--- config.mk ---
export PLATFORM = sky130hd
export DESIGN_NAME = handshake_rx_multi
export DESIGN_NICKNAME = d
export VERILOG_FILES = /design/src/rtl/handshake_rx_multi.sv
export SDC_FILE = /design/constraint.sdc
export NUM_CORES = 1
export LEC_CHECK = 0
export BUFFER_PORTS_ARGS = -buffer_cell sky130_fd_sc_hd__buf_2
export CAP_MARGIN = 10
export CORE_MARGIN = 5
export CORE_UTILIZATION = 48
export CTS_BUF_LIST = sky130_fd_sc_hd__clkbuf_16
export DETAILED_ROUTE_END_ITERATION = 6
export PLACE_DENSITY = 0.76
export SETUP_SLACK_MARGIN = 0.05
export SLEW_MARGIN = 25
export SYNTH_ARGS = -nofsm -noshare
export SYNTH_HDL_FRONTEND = slang
export SYNTH_SLANG_ARGS = --single-unit
--- constraint.sdc ---
create_clock -name clk -period 1.8 [get_ports clk]
set_input_delay 0.36 -clock clk [delete_from_list [all_inputs] [get_ports clk]]
set_output_delay 0.36 -clock clk [all_outputs]
set_load 0.05 [all_outputs]
--- src/rtl/handshake_rx_multi.sv ---
// Multi-channel req/ack receive endpoint: synchronises foreign requests and hands bundled
// data to a local valid/ready consumer, acknowledging only after acceptance.
module handshake_rx_multi #(
    parameter int CH   = 4,
    parameter int DW   = 8,
    parameter int SYNC = 2,
    parameter int MODE = 0
) (
    input  logic               clk,
    input  logic               rst_n,
    input  logic [CH-1:0]      req_async,
    input  logic [CH*DW-1:0]   data_async,
    output logic [CH-1:0]      ack,
    output logic [CH-1:0]      evt_valid,
    output logic [CH*DW-1:0]   evt_data,
    input  logic [CH-1:0]      evt_ready,
    output logic [CH-1:0]      err,
    input  logic [CH-1:0]      err_clr
);

    typedef enum logic [1:0] {
        IDLE   = 2'd0,
        VALID  = 2'd1,
        ACK_HI = 2'd2
    } state_t;

    generate
        for (genvar gi = 0; gi < CH; gi++) begin : g_ch
            logic [SYNC-1:0] sync_reg;
            logic            req_s;
            logic            req_d_reg;
            state_t          state_reg, state_next;
            logic            ack_reg, ack_next;
            logic            valid_reg;
            logic            err_reg, err_next;
            logic [DW-1:0]   data_reg;
            logic            load;
            logic            violation;

            assign req_s = sync_reg[SYNC-1];

            always_comb begin
                state_next = state_reg;
                ack_next   = ack_reg;
                load       = 1'b0;
                violation  = 1'b0;
                case (state_reg)
                    IDLE: begin
                        // Level mode waits for req high; toggle mode waits for req to differ from ack.
                        if ((MODE == 0) ? req_s : (req_s != ack_reg)) begin
                            load       = 1'b1;
                            state_next = VALID;
                        end
                    end
                    VALID: begin
                        if (MODE == 0) violation = ~req_s;
                        else           violation = (req_s != req_d_reg);
                        if (evt_ready[gi]) begin
                            if (MODE == 0) begin
                                ack_next   = 1'b1;
                                state_next = ACK_HI;
                            end else begin
                                ack_next   = ~ack_reg;
                                state_next = IDLE;
                            end
                        end
                    end
                    ACK_HI: begin
                        if (!req_s) begin
                            ack_next   = 1'b0;
                            state_next = IDLE;
                        end
                    end
                    default: state_next = IDLE;
                endcase
                // A fresh violation outranks a clear arriving in the same cycle.
                err_next = violation ? 1'b1 : (err_clr[gi] ? 1'b0 : err_reg);
            end

            always_ff @(posedge clk or negedge rst_n) begin
                if (!rst_n) begin
                    sync_reg  <= '0;
                    req_d_reg <= 1'b0;
                    state_reg <= IDLE;
                    ack_reg   <= 1'b0;
                    valid_reg <= 1'b0;
                    err_reg   <= 1'b0;
                    data_reg  <= '0;
                end else begin
                    sync_reg  <= {sync_reg[SYNC-2:0], req_async[gi]};
                    req_d_reg <= req_s;
                    state_reg <= state_next;
                    ack_reg   <= ack_next;
                    valid_reg <= (state_next == VALID);
                    err_reg   <= err_next;
                    if (load) data_reg <= data_async[gi*DW +: DW];
                end
            end

            assign ack[gi]                = ack_reg;
            assign evt_valid[gi]          = valid_reg;
            assign err[gi]                = err_reg;
            assign evt_data[gi*DW +: DW]  = data_reg;
        end
    endgenerate

endmodule
Word-level counts from Yosys, hierarchy flattened
Cells that the tools add are included.
{"block": "op_classes", "n_eq_ne": 20, "muxes": 48, "n_bitwise": 4, "n_reduce_logical": 16}
{"cell": "$mux 1", "n": 28}
{"cell": "$mux 2", "n": 12}
{"cell": "$pmux 2 s3", "n": 4}
{"cell": "$eq 2x1->1 const B", "n": 8}
{"cell": "$ne 2x2->1 const B", "n": 8}
{"cell": "$reduce_bool 2->1", "n": 8}
{"cell": "$reduce_and 3->1", "n": 4}
{"cell": "$eq 2x2->1 const B", "n": 4}
{"cell": "$logic_not 2->1", "n": 4}
{"cell": "$pmux 1 s2", "n": 4}
{"cell": "$not 1->1", "n": 4}
{"block": "word_totals", "regBits": 60, "in_bits": 46, "out_inout_bits": 44, "wordCells": 112}

Depth between registers and ports, before layout
{"block": "logic_depth", "ltp_word": 3, "ltp_mapped": 4, "ltp_nobuf": 3}

Worst setup path before layout
Ideal clock, no wire load.
{"block": "synth_path", "path_type": "reg-to-reg", "startpoint": "register g_ch[2].state_reg[0]", "endpoint": "register g_ch[2].data_reg[0]", "setup_ns": 0.125, "t_arrival_ns": 1.184, "t_required_ns": 1.675, "slack_ns": 0.491, "stages_incl_launch_ff": 4, "path_buffers": 1, "period_less_slack_ns": 1.309, "cell_sequence": "dfrtp_1 buf_6 nor3b_4 mux2_2"}
{"block": "synth_between", "elab_chain_len": 2}
{"element": "start, declared", "line": "32", "rtl": "state_t state_reg, state_next;"}
{"element": "start signal, assigned", "line": "92", "rtl": "state_reg <= state_next;"}
{"element": "$logic_not 2->1", "line": "47", "rtl": "case (state_reg)"}
{"element": "$mux 1", "line": "47"}
{"element": "end signal, assigned", "line": "96", "rtl": "if (load) data_reg <= data_async[gi*DW +: DW];"}
{"element": "end, declared", "line": "36", "rtl": "logic [DW-1:0] data_reg;"}
Every way passes these cells.
A chain may end at the register's enable or synchronous reset.

Final worst setup path
{"block": "layout_path", "startpoint": "register g_ch[2].state_reg[0]", "endpoint": "register g_ch[2].data_reg[5]"}
Same word-level chain as after synthesis.

==> metrics.md <==
| Metric | Value |
|---|---|
| Status | finished, final reports clean |
| Vias in the first global route | 1547 |
| Hold crit path type | in -> async |
| Largest net degree at the start of global routing | 61 |
| CTS Buffer Depth | 2 |
| Pins Over Slew Limit | 0 |
| All-Layer GR Usage | 14.2% |
| Most common library cells after synthesis | dfrtp_1, mux2_2, o21ai_0, buf_4, nand2_1 |
| Synth unique cells | 17 |
| Setup TNS | 0 ns |
| Routed vias | 1521 |
| Worst path depth | 2 |
| Detailed Route Iter0 Violations | 28 |
| Worst path required time | 1.98 ns |
| Vias/cell | 4.71 |
| Async set-or-reset flop fraction in the synthesized netlist | 100% |
| Initial Util | 49.5% |
| Clock insertion delay at the later pin of the skew report | 0.31 ns |
| GRT overflow | 0 |
| Critical-path cell list | nor3b_4, mux2_2 |
| Max reg flops | 32 |
| Max-slew headroom | 72.8% |
| Pre-Repair DR Iteration Count | 5 |
| WL per Instance | 12.9 um |
| Period utilization | 77.9% |
| Top FF cell, synth | dfrtp_1 |
| Synthesized cell area | 2340 sq um |
| Mapped Avg Cell Area | 13.9 sq um |
| # hold bufs at CTS | 0 |
| Delay-heaviest family, CP | flip-flops |
| Worst path slowest cell | dfrtp_1 |
| Initial antenna violation count | 0 |
| Core ar. | 4720 sq um |
| Fin. Hold Viols | 0 |
| Crit path kind | reg -> reg |
| TritonCTS Buffers | 9 |
| Max-Cap Viols | 0 |
| Number of synthesized flops with an enable pin | 0 |
| Routability cong. | 0.723 |
| DIE WIDTH | 79.8 um |
| Root Buffer | clkbuf_16 |
| Diode count | 0 |
| Num Clock Sinks | 60 |
| Crit. End Element | flop |
| Number of synthesized register bits | 60 |
| Slowest stage delay, CP | 0.47 ns |
| Share of layout cells above drive strength 1 | 53.5% |
| Num rows | 25 |
| First-pass GRT wire length | 6960 um |
| Final min period | 1.40 ns |
| Largest cells by area after synthesis | dfrtp_1, mux2_2, buf_4, o21ai_0, nor3b_4 |
| DR DRC count | 0 |
| Sequential-to-total area share from yosys stat | 64.2% |
| Final setup fails | 0 |
| Synth Instances | 168 |
| # Post-CTS Setup Buffers | 0 |
| DRT Wirelength | 4170 um |
| Tightest Pin Transition | 0.408 ns |
| Final #Nets | 298 |
| H-Tree Depth | 3 |
| Post-cts gate resize count | 0 |
| Fmax | 0.713 GHz |
| Top Ports | 90 |
| Synth Warn # | 0 |
| I/O Buffers | 89 |
| Yosys top cell area share | 64.2% |
| Setup Skew | 0.00552 ns |
| Worst-path maximum fanout | 8 |
| Critical path launch point type | flop |
| Worst Path Buf+Inv | 0 |
| Clk slew on worst S/H paths | 0.05 ns |
| Most frequent cell after synthesis | dfrtp_1 |
| Crit path DAT | 1.59 ns |
| DIE HEIGHT | 79.8 um |
| Net Count, Synth | 214 |
| Worst r2r path cells | 2 |
| CTS tree | built |
| Unrepaired setup endpoints after global routing | no |
| Cell taking the most area after synthesis | dfrtp_1 |
| Detailed placement HPWL | 3080 um |
| Die Area | 6370 sq um |
| Layout area overhead | 28.2% |
| Routed Antenna Nets | 0 |
layer usage:
metal  routed length (um)  GRT usage [%]  share of wire (%)  vias to the layer above
met5                    0              0                  0                        -
met4                   42           7.09                1.0                        0
met3                  478           6.66                 11                        4
met2                 1790           21.5                 43                       68
met1                 1860           17.1                 45                      711
li1                     -              -                  -                      738
area by class of cell:
class | count | area, sq um
Multi-Input combinational cell | 83 | 669
Sequential cell | 60 | 1500
Timing Repair Buffer | 90 | 465
Clock inverter | 6 | 23.8
Clock buffer | 9 | 225
Fill cell | 371 | 1720
Inverter | 8 | 30.0
Tap cell | 67 | 83.8
metrics by stage:
step | cells | area, sq um | hold WS [ns] | setup slack [ns] | util, %
3_5_place_dp | 308 | 2750 | 0.335 | 0.392 | 58.2
3_3_place_gp | 308 | 2750 | 0.334 | 0.410 | 58.2
2_1_floorplan | 168 | 2340 | 0.0644 | 0.491 | -
6_report | 323 | 3000 | 0.0466 | 0.397 | 63.5
4_1_cts | 323 | 3000 | 0.0660 | 0.387 | 63.5
5_1_grt | 323 | 3000 | 0.0874 | 0.320 | 63.5
worst reg2reg max path, stage by stage, from the launching register on:
cell and delay [ns]:
dfrtp_1 0.47, nor3b_4 0.43, mux2_2 0.39
logic make-up after synthesis:
| group | share of synthesized area (%) |
|---|---|
| AO/OA/AOI/OAI | 6.31 |
| buffers and inverters | 7.22 |
| flip-flops | 64.2 |
| multiplexers | 15.4 |
| AND/OR/NAND/NOR | 6.90 |
path summary, 6_finish.rpt:
check	end	slack [ns]	start
setup reg to reg	g_ch[2].data_reg[5]	0.40	g_ch[2].state_reg[0]
min in group clk	g_ch[1].sync_reg[0]	0.16	req_async[1]
hold reg to reg	g_ch[1].sync_reg[1]	0.34	g_ch[1].sync_reg[0]
max in group asynchronous	g_ch[1].ack_reg	1.49	rst_n
setup / recovery	g_ch[2].data_reg[5]	0.40	g_ch[2].state_reg[0]
hold / removal	g_ch[3].err_reg	0.05	rst_n
placed cells by master (no fill, tap or decap), drive strengths merged:
master,count
buf,90
dfrtp,60
mux2,32
o21ai,15
nand2,10
inv,9
clkbuf,9
nor2,8
a211oi,6
clkinv,5
nor3b,3
nor2b,2
a21oi,2
and3,2
a31o,1
nand3b,1
o32ai,1
Power is not shown: default switching activity piles up to over one toggle a cycle in this logic, so the estimate is an artifact.
